File: src/rtl/decode_stage.sv
// ---------------------------------------------------------------------------
// decode_stage
//
// Instruction decode stage of the 32-bit RISC-V pipeline. It registers one
// fetched instruction (the D register), extracts its fields and the
// sign-extended immediate, and offers the result to execute with a
// valid/ready handshake. It stalls fetch on execute back-pressure and on
// load-use hazards, and arbitrates fetch redirects between execute and its
// own JAL resolution.
//
// Build option:
//   DECODE_JAL_EN - when defined, a JAL sitting in D redirects fetch from
//                   here (br_addr = d_pc + J-imm). When undefined, br_en and
//                   br_addr simply forward execute's redirect.
//
// Ports:
//   clock, reset            single clock, synchronous active-high reset
//   f_pc_i, f_instr_i       PC / instruction word offered by fetch
//   d_ready                 fetch may advance; D captures fetch this edge
//   br_en, br_addr          fetch redirect request and target
//   x_ready                 execute accepts the decoded instruction
//   x_br_en, x_br_addr      execute redirect (highest priority)
//   x_ld_valid, x_ld_rd     load in execute and its destination register
//   d_valid_o               decoded instruction offered to execute
//   d_pc_o                  PC of the decoded instruction
//   d_opcode_o, d_funct3_o, d_funct7_o, d_rd_o, d_rs1_o, d_rs2_o
//                           instruction fields
//   d_imm_o                 sign-extended immediate (0 for R-type)
//   d_illegal_o             opcode outside the supported set
// ---------------------------------------------------------------------------
module decode_stage (
  input  logic        clock,
  input  logic        reset,
  input  logic [31:0] f_pc_i,
  input  logic [31:0] f_instr_i,
  output logic        d_ready,
  output logic        br_en,
  output logic [31:0] br_addr,
  input  logic        x_ready,
  input  logic        x_br_en,
  input  logic [31:0] x_br_addr,
  input  logic        x_ld_valid,
  input  logic [4:0]  x_ld_rd,
  output logic        d_valid_o,
  output logic [31:0] d_pc_o,
  output logic [6:0]  d_opcode_o,
  output logic [2:0]  d_funct3_o,
  output logic [6:0]  d_funct7_o,
  output logic [4:0]  d_rd_o,
  output logic [4:0]  d_rs1_o,
  output logic [4:0]  d_rs2_o,
  output logic [31:0] d_imm_o,
  output logic        d_illegal_o
);

  localparam logic [6:0] OP_R      = 7'b0110011;
  localparam logic [6:0] OP_IALU   = 7'b0010011;
  localparam logic [6:0] OP_LOAD   = 7'b0000011;
  localparam logic [6:0] OP_STORE  = 7'b0100011;
  localparam logic [6:0] OP_BRANCH = 7'b1100011;
  localparam logic [6:0] OP_JAL    = 7'b1101111;
  localparam logic [6:0] OP_JALR   = 7'b1100111;
  localparam logic [6:0] OP_LUI    = 7'b0110111;
  localparam logic [6:0] OP_AUIPC  = 7'b0010111;
  localparam logic [31:0] NOP_INSTR = 32'h0000_0013;

  localparam int NUM_OPS = 9;
  localparam logic [NUM_OPS-1:0][6:0] LEGAL_OPS = {
    OP_R, OP_IALU, OP_LOAD, OP_STORE, OP_BRANCH,
    OP_JAL, OP_JALR, OP_LUI, OP_AUIPC
  };

  // D register
  logic        d_vld_reg;
  logic [31:0] d_pc_reg;
  logic [31:0] d_instr_reg;

  logic [6:0]  opcode;
  logic [4:0]  rd, rs1, rs2;
  logic [31:0] imm_i, imm_s, imm_b, imm_u, imm_j;
  logic [31:0] imm_sel;
  logic [NUM_OPS-1:0] op_hit;
  logic        op_legal;
  logic        uses_rs1, uses_rs2;
  logic        hz, stall;

  assign opcode = d_instr_reg[6:0];
  assign rd     = d_instr_reg[11:7];
  assign rs1    = d_instr_reg[19:15];
  assign rs2    = d_instr_reg[24:20];

  // Opcode legality: one comparator per supported opcode.
  genvar gi;
  generate
    for (gi = 0; gi < NUM_OPS; gi++) begin : g_legal
      assign op_hit[gi] = (opcode == LEGAL_OPS[gi]);
    end
  endgenerate
  assign op_legal = |op_hit;

  // Immediate formats, all sign-extended from instr[31].
  assign imm_i = {{20{d_instr_reg[31]}}, d_instr_reg[31:20]};
  assign imm_s = {{20{d_instr_reg[31]}}, d_instr_reg[31:25], d_instr_reg[11:7]};
  assign imm_b = {{19{d_instr_reg[31]}}, d_instr_reg[31], d_instr_reg[7],
                  d_instr_reg[30:25], d_instr_reg[11:8], 1'b0};
  assign imm_u = {d_instr_reg[31:12], 12'b0};
  assign imm_j = {{11{d_instr_reg[31]}}, d_instr_reg[31], d_instr_reg[19:12],
                  d_instr_reg[20], d_instr_reg[30:21], 1'b0};

  always_comb begin
    imm_sel  = 32'b0;
    uses_rs1 = 1'b0;
    uses_rs2 = 1'b0;
    case (opcode)
      OP_R:      begin uses_rs1 = 1'b1; uses_rs2 = 1'b1; end
      OP_IALU:   begin imm_sel = imm_i; uses_rs1 = 1'b1; end
      OP_LOAD:   begin imm_sel = imm_i; uses_rs1 = 1'b1; end
      OP_JALR:   begin imm_sel = imm_i; uses_rs1 = 1'b1; end
      OP_STORE:  begin imm_sel = imm_s; uses_rs1 = 1'b1; uses_rs2 = 1'b1; end
      OP_BRANCH: begin imm_sel = imm_b; uses_rs1 = 1'b1; uses_rs2 = 1'b1; end
      OP_LUI:    imm_sel = imm_u;
      OP_AUIPC:  imm_sel = imm_u;
      OP_JAL:    imm_sel = imm_j;
      default:   imm_sel = 32'b0;
    endcase
  end

  // Load-use hazard: the load result is not yet available to D's sources.
  assign hz = d_vld_reg & x_ld_valid & (x_ld_rd != 5'd0) &
              ((uses_rs1 & (rs1 == x_ld_rd)) | (uses_rs2 & (rs2 == x_ld_rd)));

  // An execute redirect kills D, so it never needs to hold.
  assign stall   = d_vld_reg & (hz | ~x_ready) & ~x_br_en;
  assign d_ready = ~stall;

  // Redirect arbitration: execute first, then (optionally) JAL in D.
`ifdef DECODE_JAL_EN
  logic jal_redirect;
  assign jal_redirect = d_vld_reg & (opcode == OP_JAL) & ~stall;

  always_comb begin
    br_en   = 1'b0;
    br_addr = 32'b0;
    if (x_br_en) begin
      br_en   = 1'b1;
      br_addr = x_br_addr;
    end else if (jal_redirect) begin
      br_en   = 1'b1;
      br_addr = d_pc_reg + imm_j;
    end
  end
`else
  always_comb begin
    br_en   = x_br_en;
    br_addr = x_br_en ? x_br_addr : 32'b0;
  end
`endif

  always_ff @(posedge clock) begin
    if (reset) begin
      d_vld_reg   <= 1'b0;
      d_pc_reg    <= 32'b0;
      d_instr_reg <= NOP_INSTR;
    end else if (x_br_en) begin
      d_vld_reg <= 1'b0;
    end else if (stall) begin
      d_vld_reg <= d_vld_reg;
    end else if (br_en) begin
      // JAL in D completes its handshake; the wrong-path fetch is dropped.
      d_vld_reg <= 1'b0;
    end else begin
      d_vld_reg   <= 1'b1;
      d_pc_reg    <= f_pc_i;
      d_instr_reg <= f_instr_i;
    end
  end

  assign d_valid_o   = d_vld_reg & ~hz;
  assign d_pc_o      = d_pc_reg;
  assign d_opcode_o  = opcode;
  assign d_funct3_o  = d_instr_reg[14:12];
  assign d_funct7_o  = d_instr_reg[31:25];
  assign d_rd_o      = rd;
  assign d_rs1_o     = rs1;
  assign d_rs2_o     = rs2;
  assign d_imm_o     = imm_sel;
  assign d_illegal_o = d_vld_reg & ~op_legal;

endmodule

File: config.mk
export PLATFORM = sky130hd
export DESIGN_NAME = decode_stage
export DESIGN_NICKNAME = d
export VERILOG_FILES = /design/src/rtl/decode_stage.sv
export SDC_FILE = /design/constraint.sdc
export NUM_CORES = 1
export LEC_CHECK = 0
export BUFFER_PORTS_ARGS = -buffer_cell sky130_fd_sc_hd__buf_2
export CAP_MARGIN = 5
export CORE_MARGIN = 8
export CORE_UTILIZATION = 25
export DETAILED_ROUTE_END_ITERATION = 6
export MAX_ROUTING_LAYER = met4
export PLACE_DENSITY = 0.58
export REMOVE_ABC_BUFFERS = 1
export SLEW_MARGIN = 20
export SYNTH_ARGS = -nofsm -noshare
export SYNTH_HDL_FRONTEND = slang
export SYNTH_SLANG_ARGS = --single-unit
File: constraint.sdc
create_clock -name clock -period 2.7 [get_ports clock]
set_input_delay 0.135 -clock clock [delete_from_list [all_inputs] [get_ports clock]]
set_output_delay 0.135 -clock clock [all_outputs]
set_load 0.02 [all_outputs]
Word level (Yosys, flattened, before mapping)
Index checks and enable logic that the tools add are counted.
W data, S select, Z words.
- word-level logic and storage cells: 42
- flip-flop bits (word level): 65
- output and inout port bits: 132
- bitwise gates (word level): 16
- reductions and logical operators: 8
- equality and inequality tests: 11
- muxes and demuxes: 4
- operator list (operator ; number):
    $pmux W32 S5 ; 1
    $mux W32 ; 1
    $eq A7 B6 Y1 const B ; 3
    $eq A7 B7 Y1 const B ; 3
    $eq A7 B5 Y1 const B ; 2
    $eq A5 B5 Y1 ; 2
    $and A1 B1 Y1 ; 9
    $reduce_or A9 Y1 ; 1
    $eq A7 B2 Y1 const B ; 1
    $reduce_or A3 Y1 ; 2
    $reduce_or A6 Y1 ; 1
    $not A1 Y1 ; 5
    $reduce_bool A5 Y1 ; 1
    $reduce_or A2 Y1 ; 2
    $mux W1 ; 2
    $or A1 B1 Y1 ; 2
    $reduce_and A2 Y1 ; 1

Depth between registers and ports, before layout
Gate-level depths: netlist (run 1).
- depth in word-level cells: 11
- gate-level depth with buffers: 7

Worst setup path before layout (run 1)
No wires, ideal clock.
- path kind: reg-to-output
- start: reg d_instr_reg[4]
- end: out d_ready
- path buffers: 1
- data required time: 2.565 ns
- path slack: 0.657 ns
- arrival: 1.908 ns
- stages on the path, launching flop included: 7
- cell sequence: dfxtp_1 -> and2b_2 -> o2111ai_2 -> or2_1 -> buf_6 -> a21oi_1 -> o21ai_0
- cells in the longest elaborated chain, start to end: 10
- ends and longest elaborated chain (item ; line ; source):
    from (decl) ; 76 ; logic [31:0] d_instr_reg;
    from (signal assigned) ; 174 ; d_instr_reg <= f_instr_i;
    $eq A7 B7 Y1, or another cell as far along ; 114 ; case (opcode)
    $reduce_or A6 Y1 (no source line) or $reduce_or A3 Y1 (tied branches) ; n/a ;
    $mux W1 ; 114 ;
    $and A1 B1 Y1 ; 130 ; ((uses_rs1 & (rs1 == x_ld_rd)) | (uses_rs2 & (rs2 == x_ld_rd)));
    $or A1 B1 Y1 (*) ; 130 ;
    $and A1 B1 Y1 (*) ; 129 ; assign hz = d_vld_reg & x_ld_valid & (x_ld_rd != 5'd0) &
    $or A1 B1 Y1 (*) ; 133 ; assign stall = d_vld_reg & (hz | ~x_ready) & ~x_br_en;
    $and A1 B1 Y1 (*) (2 in series) ; 133 ;
    $not A1 Y1 (no source line) (*) ; n/a ;
    to (decl) ; 36 ; output logic d_ready,
Every way passes the cells marked *; elsewhere a longest branch is shown, timed or not.

Final worst setup path (run 1)
- start: reg d_instr_reg[4]
- end: out d_imm_o[22]
- cells in the longest elaborated chain, start to end: 3
- ends and longest elaborated chain (item ; line ; source):
    $eq A7 B7 Y1, or another cell as far along ; 114 ;
    $reduce_or A3 Y1 (no source line) or $reduce_or A2 Y1 (tied branches) ; n/a ;
    $pmux W32 S5 (*) ; 114 ;
    to (decl) ; 52 ; output logic [31:0] d_imm_o,
Marks and branches as above.

==> results of run 1 <==
-- per-layer routing --
layer,vias up,track usage [%]
met4,0,5.99
li1,2795,-
met3,34,4.37
met5,-,-
met2,239,24.1
met1,2791,18.9
-- cells in the final DEF (no fill, tap or decap), drive strengths merged, types with 2 or more instances in the layout --
cell	instances
buf	256
nand3	123
dfxtp	65
and3	63
o211ai	60
a22oi	60
and2b	59
and2	41
a21o	20
clkbuf	13
nor2	9
xor2	8
nor3	6
a21oi	6
a22o	5
or3	4
o21ai	4
nand2	3
nor2b	3
o32ai	3
inv	3
diode	2
nand2b	2
nor4	2
and3b	2
xnor2	2
clkinv	2
-- cell families (layout without fill, tap and decap cells) --
kind of cell | Yosys count | count (layout) | synth area share (%)
XOR/XNOR | 10 | 10 | 1.55
AND/OR/NAND/NOR | 324 | 324 | 39.7
buffers and inverters | 75 | 275 | 8.02
other | 0 | 2 | 0
AO/OA/AOI/OAI | 166 | 166 | 27.7
flip-flops | 65 | 65 | 23.0
-- how the worst max path moves through the flow --
stage	slack (ps)	depth (start not counted)	endpoint	startpoint
2_1_floorplan	-1010	5	d_ready	d_instr_reg[4]$_SDFFE_PP1P_
3_3_place_gp	680	6	d_imm_o[27]	d_instr_reg[4]$_SDFFE_PP1P_
3_5_place_dp	630	6	d_imm_o[22]	d_instr_reg[4]$_SDFFE_PP1P_
4_1_cts	260	6	d_imm_o[22]	d_instr_reg[4]$_SDFFE_PP1P_
5_1_grt	180	6	d_imm_o[21]	d_instr_reg[4]$_SDFFE_PP1P_
6_report	300	6	d_imm_o[22]	d_instr_reg[4]$_SDFFE_PP1P_
-- per-stage QoR --
step | std cells | utilization, % | setup WS (ps) | instance area, µm²
global route | 1127 | 32.4 | 182 | 7270
finish | 1127 | 32.4 | 302 | 7270
CTS | 1125 | 32.4 | 255 | 7260
global placement | 1109 | 31.1 | 684 | 6970
detailed placement | 1109 | 31.1 | 629 | 6970
floorplan | 568 | - | -1010 | 5210
-- area by class of cell --
cell class	instances	area share, %
clock inverter	3	0.551
timing repair buffer	256	18.8
antenna	2	0.0689
tap	285	4.91
inverter	3	0.155
sequential	65	17.9
clock buffer	13	3.44
multi-input combinational	500	54.2
-- report_power, final --
group          total, µW  leakage (µW)  internal [µW]  switching (µW)
Combinational       1110       0.00320            436             674
Clock               1200      0.000144            739             458
Sequential          1170      0.000542           1070             108
-- critical path: cells and delay by family, from the launching register on --
family                 cells  cell delay, ps
buffers and inverters      1             160
and+or+nand+nor            3            1070
AOI/OAI and AO/OA          2             310
DFF                        1             390
==> metrics.cfg, run 1 <==
[clock_network]
cts_buffers=9
cts_setup_buffers=0
clk_latency_ps=340
htreeDepth=3
cts_resized=0
cts.clk_slew.worst_paths_ps=60
clockBufferDepth=2
clock_sinks=65
cts_hold_buf=0
cts_tree=done
cts-root-buf=clkbuf_16

[setup_path]
crit_path_end_kind=output port
rrSetupSlack_ps=640
critical_path.cell_chain=and2b_2, nand3_1, a21oi_2, and2_1, a21o_1, buf_2
cp.required_ps=2570
reg2regPathDepth=6
critical_path_class=register to output port
cp_data_arrival_time_ps=2260
cp_slowest_cell=and2_1
max_stage_delay_ps=620
r2r-start=d_instr_reg[4]$_SDFFE_PP1P_
cp_max_fo=11
critPathLaunchType=register
r2r-end=d_pc_o[25]$_SDFFE_PP0P_

[grt]
grtUsageTotal_pct=15.6
grt_pass1_vias=6025
grt_max_degree=65
antenna_found_initial=2
grt_pass1_wl_um=34200
overflow=0

[floorplanning]
rows=55
die_width_um=166
io_pins=238
initial_core_util_pct=25.2
fp.coreArea_mm2=0.0224
dieArea_mm2=0.0277
die_y_um=166

[logic_synthesis]
synth_top_area_cell=dfxtp_1
synth.distinct_cells=53
synthTopCellsByCount=dfxtp_1 (65), nand3_1 (64), and3_1 (63)
syn_avg_cell_area_um2=8.82
ys_ff_latch=65
syn_inst=640
yosysMostFrequentCell=dfxtp_1
yosys_warnings=0
synth_ff_type=dfxtp_1
synth_top_area_share_pct=23.0
synth_edf_count=0
synth_area_leaders=dfxtp_1 (23%), a22oi_2 (13%), nand3_2 (10%)
netlist_area_mm2=0.00565
ys_seq_area_share_pct=23.0
async_flop_share_pct=0

[timing]
timing.setup.tns_ps=0
setup-violations-final=0
slew_violations=0
rsz0062_at_grt=false
fin_skew_ps=9.21
fin_crit_ps=2400
clock.fmax_mhz=417
holdWs_ps=148
final_hold_viol_count=0
worstMarginPinSlew_ps=764
maxSlewHeadroom_pct=49.0
finalCritPeriodShare_pct=88.8

[final_layout]
syn2layout_area_growth_pct=28.6
ff_latch_area_mm2=0.00130
drive_gt1_share_pct=48.1
filler_cell_count=2371
multi_input_area_mm2=0.00394
finalNetCount=941

[routing]
dr.pass1.iters=4
met2WireLength_um=9660
drt-initial-drc-count=305
remaining_drc_errors=0
vias=5859
routed_via_density=5.20
antenna_left=0
routed.top_layer=met4
drt-met1-wl_um=9830
wirelength_um=21700
wl_met3_um=1610
routedWlPerCell_um=19.3

[hold_path]
hp-class=input pin to register
min_to=d_instr_reg[1]$_SDFFE_PP1P_
min_from=f_instr_i[1]
holdPathStages=4

[job]
maxCapViolCount=0

[placement]
dp_hpwl_um=15100
gp_congestion=0.828
port_buffers=237

[pwr]
p_per_area_mw_per_mm2=479
p_total_uw=3480
max-vdd-ir-drop_mv=0.246
p_leak_uw=0.00389

[run_status]
outcome=completed

Note: power is estimated with default switching activity, not from simulation.
==> inputs of run 2 (changes only) <==
--- a/config.mk
+++ b/config.mk
@@ -5,13 +5,14 @@
 export SDC_FILE = /design/constraint.sdc
 export NUM_CORES = 1
 export LEC_CHECK = 0
+export ABC_AREA = 1
 export BUFFER_PORTS_ARGS = -buffer_cell sky130_fd_sc_hd__buf_2
 export CAP_MARGIN = 5
 export CORE_MARGIN = 8
 export CORE_UTILIZATION = 25
 export DETAILED_ROUTE_END_ITERATION = 6
 export MAX_ROUTING_LAYER = met4
-export PLACE_DENSITY = 0.58
+export PLACE_DENSITY = 0.63
 export REMOVE_ABC_BUFFERS = 1
 export SLEW_MARGIN = 20
 export SYNTH_ARGS = -nofsm -noshare
==> metrics.cfg, run 2 <==
[routing]
routedWlPerCell_um=13.2  ; -31%
remaining_drc_errors=0  ; unchanged
drt-initial-drc-count=216  ; -29%
vias=4392  ; -25%
antenna_left=0  ; unchanged
wirelength_um=13700  ; -37%
routed_via_density=4.24  ; -18%
dr.pass1.iters=4  ; unchanged

[timing]
timing.setup.tns_ps=0  ; unchanged
setup-violations-final=0  ; unchanged
clock.fmax_mhz=414  ; -0.83%
holdWs_ps=56.8  ; -91.7 ps
slew_violations=0  ; unchanged
worstMarginPinSlew_ps=726  ; -38.6 ps
maxSlewHeadroom_pct=51.6  ; +2.6 points
final_hold_viol_count=0  ; unchanged
fin_crit_ps=2420  ; +20.0 ps
rsz0062_at_grt=false
finalCritPeriodShare_pct=89.6  ; +0.74 points
fin_skew_ps=6.90  ; -2.31 ps

[floorplanning]
die_width_um=139  ; -17%
dieArea_mm2=0.0193  ; -30%
initial_core_util_pct=25.2  ; about the same
rows=45  ; -18%
io_pins=238  ; unchanged
die_y_um=139  ; -17%
fp.coreArea_mm2=0.0150  ; -33%

[logic_synthesis]
synthTopCellsByCount=nand2_1 (139), inv_1 (120), nor2_1 (79)
yosys_warnings=0  ; unchanged
async_flop_share_pct=0  ; unchanged
ys_ff_latch=65  ; unchanged
syn_inst=620  ; -3.1%
synth.distinct_cells=26  ; -51%
synth_edf_count=0  ; unchanged
syn_avg_cell_area_um2=6.09  ; -31%
yosysMostFrequentCell=nand2_1
synth_top_area_share_pct=34.5  ; +11 points
synth_ff_type=dfxtp_1
netlist_area_mm2=0.00377  ; -33%
ys_seq_area_share_pct=34.5  ; +11 points
synth_top_area_cell=dfxtp_1
synth_area_leaders=dfxtp_1 (34%), nand2_1 (14%), inv_1 (12%)

[grt]
overflow=0  ; unchanged
grt_pass1_vias=4240  ; -30%
grt_pass1_wl_um=21800  ; -36%
grt_max_degree=69  ; +6.2%
grtUsageTotal_pct=14.3  ; -1.2 points
antenna_found_initial=3  ; +1

[clock_network]
cts.clk_slew.worst_paths_ps=60  ; about the same
cts-root-buf=clkbuf_16
clock_sinks=65  ; unchanged
clockBufferDepth=2  ; unchanged
clk_latency_ps=330  ; about the same
htreeDepth=3  ; unchanged
cts_tree=done
cts_buffers=9  ; unchanged

[job]
maxCapViolCount=0  ; unchanged

[final_layout]
syn2layout_area_growth_pct=44.2
fin_cells=1035  ; -8.2%
finalNetCount=945  ; +0.43%
drive_gt1_share_pct=34.5  ; -14 points
final_util_pct=36.3  ; +3.9 points
final_cell_mix=buf_2 (237), nand2_1 (139), inv_1 (120)
mostFrequentLayoutCell=buf_2

[placement]
dp_cells=1015  ; -8.5%
gp_congestion=0.777  ; -6.1%
dp_hpwl_um=10500  ; -30%
port_buffers=237  ; unchanged

[setup_path]
critical_path_class=register to output port
cp.required_ps=2570  ; about the same
cp_data_arrival_time_ps=2280  ; +20 ps
crit_path_end_kind=output port
critPathLaunchType=register
cp_max_fo=8  ; -3

[run_status]
outcome=completed

[pwr]
p_total_uw=3130  ; -10%
max-vdd-ir-drop_mv=0.244  ; -0.70%
p_leak_uw=0.00335  ; -14%
p_per_area_mw_per_mm2=575  ; +20%

[hold_path]
hp-class=input pin to register

==> run 2: where the power goes <==
group          total, µW  internal, µW  switching [µW]  leakage, µW
logic                734           267             467      0.00265
clock network       1290           855             439     0.000162
registers           1100          1030            62.9     0.000540
==> run 2: what timing repair did <==
item / 4_1_cts / 5_1_grt
gates resized for setup: 0 / 2
hold endpoints to repair: 1 / 0
setup endpoints to repair: 0 / 3
setup buffers: 0 / 0
hold buffers: 1 / 0
==> run 2: stage by stage <==
step                      worst slack [ps]  cell area [µm²]
after floorplan                        402             3580
after detailed placement               527             5080
after CTS                              176             5420
after global placement                 590             5080
after global routing                  46.5             5440
final                                  282             5440
==> run 2: path summary, 6_finish.rpt <==
| check | from | to | slack [ps] | cells after the start |
|---|---|---|---|---|
| max | d_instr_reg[5]$_SDFFE_PP0P_ | d_imm_o[16] | 280 | 9 |
| min | f_instr_i[1] | d_instr_reg[1]$_SDFFE_PP1P_ | 60 | 3 |
| min reg2reg | d_pc_o[4]$_SDFFE_PP0P_ | d_pc_o[4]$_SDFFE_PP0P_ | 470 | 2 |
| max reg2reg | d_instr_reg[4]$_SDFFE_PP1P_ | d_instr_reg[1]$_SDFFE_PP1P_ | 490 | 14 |
==> run 2: critical path: stages (launching register included) <==
cell	delay [ps]
dfxtp_1	410
nand2_2	110
nor2_1	170
inv_1	100
nor4_2	330
inv_1	110
nand2_1	260
inv_1	90
o21ai_0	160
buf_2	210
==> run 2: cell families (layout without fill, tap and decap cells) <==
| kind of cell | Yosys count | in the layout | share of synthesized area, % |
|---|---|---|---|
| flip-flops | 65 | 65 | 34.5 |
| buffers and inverters | 161 | 385 | 17.3 |
| other | 0 | 3 | 0 |
| AND/OR/NAND/NOR | 302 | 302 | 33.3 |
| AO/OA/AOI/OAI | 88 | 88 | 13.9 |
| XOR/XNOR | 4 | 4 | 0.929 |
==> run 2: layout make-up <==
class | count | area, µm²
Fill cell | 1720 | 9540
Multi-Input combinational cell | 394 | 1830
Sequential cell | 65 | 1300
Timing Repair Buffer | 247 | 1280
Inverter | 122 | 460
Clock buffer | 11 | 253
Tap cell | 188 | 235
Clock inverter | 5 | 77.6
Antenna cell | 3 | 7.51
==> run 2: layer usage <==
| layer | wire [µm] | global-route usage (%) | part of all wire (%) | up-vias |
|---|---|---|---|---|
| li1 | - | - | - | 2338 |
| met1 | 6130 | 16.5 | 45 | 1904 |
| met2 | 6480 | 23.4 | 47 | 137 |
| met3 | 881 | 4.61 | 6.4 | 13 |
| met4 | 187 | 4.39 | 1.4 | 0 |
| met5 | 0 | - | 0 | - |
==> inputs of run 3 (changes only) <==
--- a/config.mk
+++ b/config.mk
@@ -5,14 +5,13 @@
 export SDC_FILE = /design/constraint.sdc
 export NUM_CORES = 1
 export LEC_CHECK = 0
-export ABC_AREA = 1
 export BUFFER_PORTS_ARGS = -buffer_cell sky130_fd_sc_hd__buf_2
 export CAP_MARGIN = 5
 export CORE_MARGIN = 8
-export CORE_UTILIZATION = 25
+export CORE_UTILIZATION = 35
 export DETAILED_ROUTE_END_ITERATION = 6
 export MAX_ROUTING_LAYER = met4
-export PLACE_DENSITY = 0.63
+export PLACE_DENSITY = 0.73
 export REMOVE_ABC_BUFFERS = 1
 export SLEW_MARGIN = 20
 export SYNTH_ARGS = -nofsm -noshare
==> metrics.cfg, run 3 (synthesis gave the netlist of run 1 again) <==
[pwr]
clkPwrFrac_pct=33.9  ; -7.5 points
switching_share_pct=35.7  ; +4.7 points
max-vdd-ir-drop_mv=0.202  ; -17%
p_per_area_mw_per_mm2=482  ; -16%
p_int_uw=2230  ; +3.4%
p_leak_uw=0.00389  ; +16%
p_total_uw=3470  ; +11%
pwr-share-seq_pct=33.9  ; -1.2 points
p_switching_uw=1240  ; +28%
p_comb_share_pct=32.2  ; +8.7 points

[hold_path]
holdPathStages=4  ; +1
min_to=d_instr_reg[1]$_SDFFE_PP1P_
hp-class=input pin to register
min_from=f_instr_i[1]

[final_layout]
fin_cells=1057  ; +2.1%
mostFrequentLayoutCell=buf_2
filler_cell_count=1540  ; -10%
finalNetCount=941  ; -0.42%
finalInstanceArea_mm2=0.00719  ; +32%
final_cell_mix=buf_2 (237), dfxtp_1 (65), nand3_1 (63)
drive_gt1_share_pct=48.3  ; +14 points
syn2layout_area_growth_pct=27.4

[clock_network]
clock_sinks=65  ; unchanged
htreeDepth=3  ; unchanged
clockBufferDepth=2  ; unchanged
cts_resized=0  ; unchanged
clk_latency_ps=340  ; about the same
cts.clk_slew.worst_paths_ps=60  ; about the same
cts_setup_buffers=0  ; unchanged
cts_buffers=9  ; unchanged
cts_hold_buf=0  ; -1
cts-root-buf=clkbuf_16
cts_tree=done

[routing]
routedWlPerCell_um=20.5  ; +55%
antenna_left=0  ; unchanged
routed_via_density=5.64  ; +33%
wirelength_um=21700  ; +58%
remaining_drc_errors=0  ; unchanged
vias=5964  ; +36%
dr.pass1.iters=4  ; unchanged
drt-initial-drc-count=443  ; +110%

[grt]
grt_pass1_wl_um=33300  ; +52%
grt_pass1_vias=5916  ; +40%
grtUsageTotal_pct=21.2  ; +6.8 points
grt_max_degree=69  ; unchanged
antenna_found_initial=3  ; unchanged
overflow=0  ; unchanged

[setup_path]
r2r-start=d_instr_reg[4]$_SDFFE_PP1P_
crit_path_end_kind=output port
cp.required_ps=2570  ; about the same
critical_path_class=register to output port
rrSetupSlack_ps=510  ; +20 ps
r2r-end=d_pc_o[19]$_SDFFE_PP0P_
cp_max_fo=25  ; +17
cp_data_arrival_time_ps=2350  ; +70 ps
critPathLaunchType=register
reg2regPathDepth=6  ; -8

[floorplanning]
die_width_um=143  ; +3.0%
fp.coreArea_mm2=0.0158  ; +5.7%
io_pins=238  ; unchanged
initial_core_util_pct=35.7  ; +10 points
rows=46  ; +2.2%
dieArea_mm2=0.0205  ; +6.1%
die_y_um=143  ; +3.0%

[timing]
fin_skew_ps=6.35  ; -0.554 ps
maxSlewHeadroom_pct=35.8  ; -16 points
setup-violations-final=0  ; unchanged
rsz0062_at_grt=false
finalCritPeriodShare_pct=92.1  ; +2.5 points
timing.setup.tns_ps=0  ; unchanged
final_hold_viol_count=0  ; unchanged
worstMarginPinSlew_ps=961  ; +236 ps
fin_crit_ps=2490  ; +68.7 ps
clock.fmax_mhz=402  ; -2.8%
slew_violations=0  ; unchanged
fin_ws_ps=213  ; -68.7 ps

[job]
maxCapViolCount=0  ; unchanged

[placement]
dp_hpwl_um=15100  ; +43%
port_buffers=237  ; unchanged
place_area_mm2=0.00690  ; +36%
gp_congestion=0.861  ; +11%
dp_cells=1040  ; +2.5%
place_ws_ps=558  ; +31.3 ps

[run_status]
outcome=completed

run 3: cell type report:
class	count	area (µm²)	area share [%]
antenna	3	7.51	0.104
multi-input combinational	500	3930	54.6
sequential	65	1300	18.1
clock buffer	10	239	3.32
timing repair buffer	256	1390	19.3
clock inverter	4	45.0	0.626
inverter	3	11.3	0.157
tap	216	270	3.76
run 3: power by group through the flow:
stage	Sequential, µW	Combinational, µW	Clock (µW)
2_1_floorplan	1290	565	0
3_3_place_gp	1190	1110	0
3_5_place_dp	1190	1120	0
4_1_cts	1170	1120	1200
5_1_grt	1190	1200	1250
6_report	1170	1120	1180
run 3: stage by stage:
| step | hold slack, ps | util (%) |
|---|---|---|
| after CTS | 132 | 45.4 |
| after floorplan | 202 | - |
| final | 148 | 45.4 |
| after detailed placement | 488 | 43.6 |
| after global placement | 495 | 43.6 |
| after global routing | 171 | 45.4 |
run 3: routing by layer:
layer / part of all wire [%] / global-route usage [%] / up-vias / wire (µm)
li1: - / - / 2783 / -
met1: 42 / 26.2 / 2825 / 9070
met2: 47 / 33.6 / 334 / 10200
met3: 9.6 / 4.57 / 22 / 2080
met4: 1.5 / 6.88 / 0 / 324
met5: 0 / - / - / 0
run 3: how the worst max path moves through the flow:
stage | to | startpoint | slack, ps
floorplan | d_ready | d_instr_reg[4]$_SDFFE_PP1P_ | -1010
global placement | d_instr_reg[13]$_SDFFE_PP0P_ | d_instr_reg[4]$_SDFFE_PP1P_ | 630
detailed placement | d_pc_o[19]$_SDFFE_PP0P_ | d_instr_reg[4]$_SDFFE_PP1P_ | 560
CTS | d_ready | d_instr_reg[4]$_SDFFE_PP1P_ | 210
global route | d_ready | d_instr_reg[4]$_SDFFE_PP1P_ | 70
finish | d_ready | d_instr_reg[4]$_SDFFE_PP1P_ | 210
run 3: critical path: stages, from the launching register on:
cell       delay, ps
dfxtp_1          480
and2b_2          300
o2111ai_2        240
or2_4            510
a21oi_1          120
o21ai_0          180
buf_2            200
